--- src/rtl/prng_sched_ctrl.sv ---
// prng_sched_ctrl: seeds an 8-bit dual-LFSR PRNG core, discards a warm-up run,
// then shares the core between NREQ requesters with round-robin arbitration,
// delivering one random byte per grant and reseeding automatically after a
// programmable number of bytes.
module prng_sched_ctrl #(
   parameter int NREQ            = 4,
   parameter int WARMUP_CYCLES   = 16,
   parameter int RESEED_INTERVAL = 64
) (
   input  logic            clk,
   input  logic            rst_n,
   input  logic            ena,
   input  logic [7:0]      seed_in,
   input  logic            reseed,
   input  logic [NREQ-1:0] req,
   output logic [NREQ-1:0] gnt,
   output logic            rnd_valid,
   output logic [7:0]      rnd_data,
   output logic            core_load,
   output logic [7:0]      core_seed,
   output logic            core_step,
   input  logic [7:0]      core_data,
   output logic            ready
);

   localparam int          PW     = (NREQ > 1) ? $clog2(NREQ) : 1;
   localparam int          WW     = $clog2(WARMUP_CYCLES + 1);
   localparam int          CW_MIN = $clog2(RESEED_INTERVAL + 1);
   localparam int          CW     = (CW_MIN > 8) ? CW_MIN : 8;
   localparam int unsigned NREQ_U = NREQ;

   typedef enum logic [1:0] {
      S_IDLE,
      S_SEED,
      S_WARMUP,
      S_SERVE
   } state_t;

   state_t            state_q, state_nxt;
   logic [PW-1:0]     rr_q, rr_nxt;
   logic [WW-1:0]     warm_q, warm_nxt;
   logic [CW-1:0]     served_q, served_nxt, served_inc;
   logic [NREQ-1:0]   gnt_nxt;
   logic              valid_nxt;
   logic [7:0]        data_nxt;
   logic [7:0]        seed_nxt;
   logic              found;
   logic [PW-1:0]     win;
   logic              interval_hit;

   // An all-zero seed would lock the LFSR, so it is replaced by 8'h01.
   function automatic logic [7:0] fix_seed(input logic [7:0] s);
      return (s == 8'h00) ? 8'h01 : s;
   endfunction

   // Round-robin search: first requester at or after rr_q, wrapping.
   always_comb begin
      int unsigned   idx;
      logic [PW-1:0] idx_p;
      found = 1'b0;
      win   = '0;
      for (int unsigned i = 0; i < NREQ_U; i++) begin
         idx   = (32'(rr_q) + i) % NREQ_U;
         idx_p = PW'(idx);
         if (!found && req[idx_p]) begin
            found = 1'b1;
            win   = idx_p;
         end
      end
   end

   // Served-byte count saturates instead of wrapping when auto-reseed is off.
   always_comb begin
      served_inc   = (served_q == '1) ? served_q : served_q + 1'b1;
      interval_hit = (RESEED_INTERVAL > 0) && (served_inc == CW'(RESEED_INTERVAL));
   end

   // Next-state and core-control decode.
   always_comb begin
      state_nxt  = state_q;
      rr_nxt     = rr_q;
      warm_nxt   = warm_q;
      served_nxt = served_q;
      gnt_nxt    = '0;
      valid_nxt  = 1'b0;
      data_nxt   = rnd_data;
      seed_nxt   = core_seed;
      core_load  = 1'b0;
      core_step  = 1'b0;
      ready      = (state_q == S_SERVE);
      // The seed register is loaded on the edge entering SEED, so core_seed
      // is already valid during the single SEED cycle.
      if (ena) begin
         case (state_q)
            S_IDLE: begin
               state_nxt = S_SEED;
               seed_nxt  = fix_seed(seed_in);
            end
            S_SEED: begin
               core_load = 1'b1;
               state_nxt = S_WARMUP;
               warm_nxt  = '0;
            end
            S_WARMUP: begin
               if (reseed) begin
                  state_nxt  = S_SEED;
                  seed_nxt   = fix_seed(seed_in);
                  served_nxt = '0;
               end else begin
                  core_step = 1'b1;
                  if (warm_q == WW'(WARMUP_CYCLES - 1)) begin
                     state_nxt = S_SERVE;
                     warm_nxt  = '0;
                  end else begin
                     warm_nxt = warm_q + 1'b1;
                  end
               end
            end
            S_SERVE: begin
               if (reseed) begin
                  // User reseed wins over any pending request; fresh seed
                  // material restarts the byte budget.
                  state_nxt  = S_SEED;
                  seed_nxt   = fix_seed(seed_in);
                  served_nxt = '0;
               end else if (found) begin
                  core_step      = 1'b1;
                  gnt_nxt[win]   = 1'b1;
                  valid_nxt      = 1'b1;
                  data_nxt       = core_data;
                  rr_nxt         = (win == PW'(NREQ - 1)) ? '0 : win + 1'b1;
                  if (interval_hit) begin
                     state_nxt  = S_SEED;
                     served_nxt = '0;
                     seed_nxt   = fix_seed(seed_in ^ core_data);
                  end else begin
                     served_nxt = served_inc;
                  end
               end
            end
            default: state_nxt = S_IDLE;
         endcase
      end
   end

   // State and output registers with synchronous active-low reset.
   always_ff @(posedge clk) begin
      if (!rst_n) begin
         state_q   <= S_IDLE;
         rr_q      <= '0;
         warm_q    <= '0;
         served_q  <= '0;
         gnt       <= '0;
         rnd_valid <= 1'b0;
         rnd_data  <= 8'h00;
         core_seed <= 8'h00;
      end else begin
         state_q   <= state_nxt;
         rr_q      <= rr_nxt;
         warm_q    <= warm_nxt;
         served_q  <= served_nxt;
         gnt       <= gnt_nxt;
         rnd_valid <= valid_nxt;
         rnd_data  <= data_nxt;
         core_seed <= seed_nxt;
      end
   end

endmodule

--- config.mk ---
export PLATFORM = sky130hd
export DESIGN_NAME = prng_sched_ctrl
export DESIGN_NICKNAME = d
export VERILOG_FILES = /design/src/rtl/prng_sched_ctrl.sv
export SDC_FILE = /design/constraint.sdc
export NUM_CORES = 1
export LEC_CHECK = 0
export BUFFER_PORTS_ARGS = -buffer_cell sky130_fd_sc_hd__buf_2
export CORE_MARGIN = 8
export CORE_UTILIZATION = 30
export CTS_CLUSTER_SIZE = 20
export DETAILED_ROUTE_END_ITERATION = 16
export PLACE_DENSITY_LB_ADDON = 0.1
export SLEW_MARGIN = 30
export SYNTH_ARGS = -nofsm -noshare
export SYNTH_HDL_FRONTEND = slang
export SYNTH_SLANG_ARGS = --single-unit
--- constraint.sdc ---
create_clock -name clk -period 2.5 [get_ports clk]
set_clock_uncertainty 0.15 [all_clocks]
set_input_delay 0.25 -clock clk [delete_from_list [all_inputs] [get_ports clk]]
set_output_delay 0.25 -clock clk [all_outputs]
set_load 0.01 [all_outputs]
==> run_results.csv, run 1 <==
group,metric,value,unit
run,cap_violations,0,
setup_path,worst_setup_path_start_kind,"register",
clock_tree,cts_root_buf,"clkbuf_8",
place,io_buffers,47,
route,vias,2076,
global_route,antenna_found_initial,0,
route,wl_per_cell,14.3,um
power,power_density,533,nW/um2
layout,mostFrequentLayoutCell,"buf_2",
status,status,"finished clean",
global_route,grt_pass1_wl,10.3,mm
power,leakage,1.14,nW
logic_synthesis,ys.flop_type,"dfxtp_1",
logic_synthesis,yosysWarnings,0,
setup_path,crit_path_start,"state_q[0]$_SDFFE_PN0P_",
logic_synthesis,avgSynthCellArea,8.38,um2
sta,rsz0062_at_grt,"no",
place,dpl.cell_count,410,
layout,layout-drive-gt1-share,25.1,%
sta,hold_viol,0,
clock_tree,cts_buffer_depth,2,
route,avgViaCountPerCell,4.97,
logic_synthesis,ys_seq_area_share,33.5,%
min_path,min_from,"core_data[1]",
clock_tree,clock_latency,0.29,ns
clock_tree,cts_tree,"yes",
global_route,grt_max_degree,20,
layout,syn_to_final_growth,21.4,%
die,core,7290,um2
power,ir_drop,0.000232,V
sta,final.setup.tns,0,ns
layout,seq_area,761,um2
route,drt-initial-drc-count,51,
setup_path,critical_path_class,"register to register",
die,io_pins,48,
route,drc,0,
die,die_y,103,um
route,dr.pass1.iters,4,
die,initial_core_util,31.1,%
die,die_w,103,um
global_route,gr-usage-all-layers,12.1,%
logic_synthesis,syn-cell-area,2270,um2
die,die_area,10600,um2
setup_path,cp-end-kind,"register",
sta,fin_crit_sh,93.0,%
sta,finalMaxSlewViolations,0,
layout,instances_no_fill,418,
setup_path,crit_required,2.52,ns
logic_synthesis,synth_seq_cells,38,
sta,fmax,430,MHz
logic_synthesis,async_flop_share,0,%
clock_tree,htree_levels,2,
logic_synthesis,synth_edf_count,0,
layout,fillCellCount,823,
logic_synthesis,synthesis.nets,305,
logic_synthesis,synth_top_area_share,33.5,%
sta,worst_pin_slew,0.549,ns
setup_path,critical_path.max_fanout,16,
layout,multi_input_area,1410,um2
min_path,hold_class,"primary input to register",
place,routabilityCongestion,0.786,
clock_tree,cts_setup_buffers,0,
layout,antennaDiodeCount,0,
clock_tree,path_clk_slew,0.08,ns
setup_path,r2r-start,"state_q[0]$_SDFFE_PN0P_",
layout,final_cell_mix,"buf_2 (47), dfxtp_1 (38), nand2_1 (36)",
sta,setup_ws,0.176,ns
logic_synthesis,syn_inst,271,
setup_path,cp.arrival,2.34,ns
logic_synthesis,yosys-top-cells-area,"dfxtp_1 (34%), nand2_1 (6.0%), ha_1 (5.5%), a21oi_1 (4.6%), a211oi_2 (4.4%)",
route,routed_wl,5.98,mm
layout,num-nets-final,352,
clock_tree,ctsResizeCount,0,
clock_tree,numCtsBuffers,5,
global_route,first_global_vias,2111,
die,rows,31,
global_route,grt-ovfl-total,0,
sta,maxSlewHeadroom,63.1,%
route,ant_nets,0,
clock_tree,hold_buffers,0,
sta,final-setup-viol-count,0,
logic_synthesis,synth_top_cell_by_area,"dfxtp_1",
clock_tree,clkSinkCount,38,
place,dp_hpwl,4.56,mm
logic_synthesis,ys_types,46,
sta,period_minus_slack,2.32,ns
place,place_ws,0.154,ns
-- layer usage --
layer | GRT usage (%) | part of all wire (%)
met1 | 14.9 | 48
met2 | 20.2 | 46
met3 | 3.51 | 5.2
met4 | 3.00 | 0.90
met5 | 0 | 0
-- cell type report --
class	instances	share of cell area, %
flip-flops and latches	38	27.6
well taps	99	4.50
inverters	8	1.09
repair buffers	54	10.4
clock buffers	6	3.00
multi-input cells	211	51.2
clock inverters	2	2.18
-- worst max-delay path, cell delays in order, from the launching register on --
cell      delay [ns]
dfxtp_1         0.41
inv_1           0.06
ha_1            0.29
nor2b_1         0.20
or3b_1          0.60
a211oi_1        0.37
a211oi_2        0.11
-- kinds of logic after synthesis --
| logic type | Yosys count | share of synthesized area, % |
|---|---|---|
| buf+inv | 22 | 4.35 |
| mux | 4 | 1.82 |
| simple gates | 113 | 26.3 |
| flops | 38 | 33.5 |
| xor+xnor | 16 | 6.17 |
| fa+ha+maj | 10 | 5.51 |
| compound gates | 68 | 22.3 |
-- path summary, 6_finish.rpt --
kind                            slack [ns]  cells past startpoint                         to
worst max-delay path                  0.18                      6  core_seed[0]$_SDFFE_PN0P_
worst min-delay path                  0.08                      3   rnd_data[1]$_SDFFE_PN0P_
worst max register to register        0.18                      6  core_seed[0]$_SDFFE_PN0P_
worst min register to register        0.30                      2     warm_q[4]$_SDFFE_PN0P_
-- through the flow --
| stage | cell area [um2] | power, W | hold slack, ns | utilization, % |
|---|---|---|---|---|
| finish | 2760 | 0.00147 | 0.0777 | 37.8 |
| global route | 2760 | 0.00154 | 0.0778 | 37.8 |
| CTS | 2760 | 0.00149 | 0.0726 | 37.8 |
| detailed placement | 2610 | 0.000832 | 0.279 | 35.8 |
| global placement | 2610 | 0.000832 | 0.277 | 35.8 |
| floorplan | 2270 | 0.000759 | 0.236 | - |
-- where the power goes --
part | leakage [nW] | internal [W] | switching [W] | total, W
clock network | 0.0714 | 0.000426 | 0.000227 | 0.000653
logic | 0.758 | 0.0000800 | 0.000101 | 0.000181
registers | 0.308 | 0.000621 | 0.0000124 | 0.000634
total | 1.14 | 0.00113 | 0.000341 | 0.00147
-- cell usage after synthesis, types with 2 or more instances --
| master | instances |
|---|---|
| and3_1 | 9 |
| dfxtp_1 | 38 |
| nand3_1 | 5 |
| xnor2_1 | 7 |
| and2_1 | 5 |
| o221a_2 | 3 |
| nor4_1 | 3 |
| a31oi_1 | 4 |
| nand2b_1 | 11 |
| a211oi_1 | 3 |
| ha_1 | 10 |
| o21a_1 | 2 |
| clkbuf_1 | 11 |
| o21ai_0 | 11 |
| nor2b_1 | 5 |
| nor2_1 | 22 |
| inv_1 | 8 |
| buf_6 | 2 |
| or3_1 | 3 |
| nor3b_1 | 3 |
| nand2_1 | 36 |
| nand4_1 | 2 |
| a211oi_2 | 8 |
| mux2i_1 | 3 |
| a21oi_1 | 21 |
| xor2_1 | 9 |
| o41ai_1 | 8 |
-- sequential cells by signal, indices dropped and copies added (netlist names) --
signal	flops
rnd_valid	1
rr_q	2
gnt	4
served_q	8
state_q	2
core_seed	8
rnd_data	8
warm_q	5
No activity file was read; power rests on OpenSTA's default activity.
==> run 2, diff against run 1 <==
--- a/config.mk
+++ b/config.mk
@@ -10,7 +10,9 @@
 export CORE_UTILIZATION = 30
 export CTS_CLUSTER_SIZE = 20
 export DETAILED_ROUTE_END_ITERATION = 16
+export HOLD_SLACK_MARGIN = 0.08
 export PLACE_DENSITY_LB_ADDON = 0.1
+export SKIP_LAST_GASP = 1
 export SLEW_MARGIN = 30
 export SYNTH_ARGS = -nofsm -noshare
 export SYNTH_HDL_FRONTEND = slang
==> run_results.csv, run 2 (synthesized netlist as in run 1, its figures left out) <==
group,metric,value,unit
clock_tree,hold_buffers,7,
clock_tree,path_clk_slew,0.08,ns
layout,layout-drive-gt1-share,24.5,%
route,wl_per_cell,14.1,um
power,totalPowerFinal,0.00148,W
run,cap_violations,0,
global_route,first_global_vias,2123,
clock_tree,ctsResizeCount,0,
power,ir_drop,0.000233,V
setup_path,crit_required,2.52,ns
place,io_buffers,47,
route,drc,0,
sta,finalMaxSlewViolations,0,
sta,worst_pin_slew,0.564,ns
sta,hold_viol,0,
power,power_density,522,nW/um2
setup_path,cp.arrival,2.34,ns
die,core,7290,um2
layout,num-nets-final,359,
sta,final.setup.tns,0,ns
die,io_pins,48,
route,routed_wl,6.01,mm
sta,fmax,430,MHz
global_route,grt_pass1_wl,10.3,mm
layout,final_cell_mix,"buf_2 (47), dfxtp_1 (38), nand2_1 (36)",
setup_path,worst_setup_path_start_kind,"register",
die,rows,31,
die,die_y,103,um
sta,rsz0062_at_grt,"no",
layout,mostFrequentLayoutCell,"buf_2",
layout,fillCellCount,813,
die,die_w,103,um
sta,fin_crit_sh,93.0,%
sta,period_minus_slack,2.33,ns
die,initial_core_util,31.1,%
setup_path,critical_path_class,"register to register",
die,die_area,10600,um2
place,dpl.cell_count,410,
sta,final-setup-viol-count,0,
clock_tree,cts_setup_buffers,0,
clock_tree,numCtsBuffers,5,
clock_tree,clkSinkCount,38,
place,routabilityCongestion,0.786,
clock_tree,cts_root_buf,"clkbuf_8",
setup_path,critical_path.max_fanout,16,
layout,antennaDiodeCount,0,
sta,maxSlewHeadroom,62.4,%
clock_tree,cts_buffer_depth,2,
route,drt-initial-drc-count,52,
route,avgViaCountPerCell,4.96,
global_route,grt_max_degree,20,
place,place_ws,0.154,ns
global_route,gr-usage-all-layers,12.2,%
place,dp_hpwl,4.56,mm
layout,reg.largest.list,"core_seed: 8 flops, rnd_data: 8 flops, served_q: 8 flops",
layout,instances_no_fill,425,
route,ant_nets,0,
clock_tree,clock_latency,0.29,ns
route,dr.pass1.iters,4,
layout,syn_to_final_growth,24.5,%
clock_tree,cts_tree,"yes",
min_path,hold_class,"primary input to register",
route,vias,2108,
power,leakage,1.17,nW
global_route,antenna_found_initial,0,
status,status,"finished clean",
sta,setup_ws,0.175,ns
setup_path,cp-end-kind,"register",
clock_tree,htree_levels,2,
global_route,grt-ovfl-total,0,
run 2: cell types whose count changed in the layout (fill, tap and decap cells not counted):
cell	delta
dlygate4sd3_1	+7
run 2: per-stage QoR:
step	util, %	hold slack [ns]	instance area (um2)
2_1_floorplan	-	0.236	2270
3_3_place_gp	35.8	0.277	2610
3_5_place_dp	35.8	0.279	2610
4_1_cts	38.7	0.0823	2830
5_1_grt	38.7	0.120	2830
6_report	38.7	0.0968	2830
run 2: path summary, 6_finish.rpt:
kind | endpoint | start | cells past startpoint | slack [ns]
worst max-delay path | core_seed[0]$_SDFFE_PN0P_ | state_q[0]$_SDFFE_PN0P_ | 6 | 0.17
worst min register to register | warm_q[4]$_SDFFE_PN0P_ | warm_q[4]$_SDFFE_PN0P_ | 2 | 0.30
worst max register to register | core_seed[0]$_SDFFE_PN0P_ | state_q[0]$_SDFFE_PN0P_ | 6 | 0.17
worst min-delay path | rnd_data[4]$_SDFFE_PN0P_ | core_data[4] | 3 | 0.1
run 2: metal layers:
metal / wire [um] / global-route usage [%]
met5: 0 / 0
met1: 2880 / 14.8
met2: 2760 / 20.5
met4: 54 / 3.00
met3: 315 / 3.65
run 2: worst max-delay path, stage by stage, from the launching register on:
cell	delay [ns]
dfxtp_1	0.41
inv_1	0.06
ha_1	0.29
nor2b_1	0.20
or3b_1	0.60
a211oi_1	0.36
a211oi_2	0.11
run 2: area by class of cell:
| cell class | count | area [um2] | area share (%) |
|---|---|---|---|
| Clock buffer | 6 | 82.6 | 2.92 |
| Timing Repair Buffer | 61 | 358 | 12.7 |
| Tap cell | 99 | 124 | 4.38 |
| Clock inverter | 2 | 60.1 | 2.13 |
| Sequential cell | 38 | 761 | 26.9 |
| Inverter | 8 | 30.0 | 1.06 |
| Multi-Input combinational cell | 211 | 1410 | 49.9 |
run 2: where the power goes:
| group | switching (W) | total (W) | internal (W) |
|---|---|---|---|
| clock network | 0.000226 | 0.000652 | 0.000426 |
| registers | 0.0000124 | 0.000634 | 0.000621 |
| logic | 0.000102 | 0.000190 | 0.0000871 |
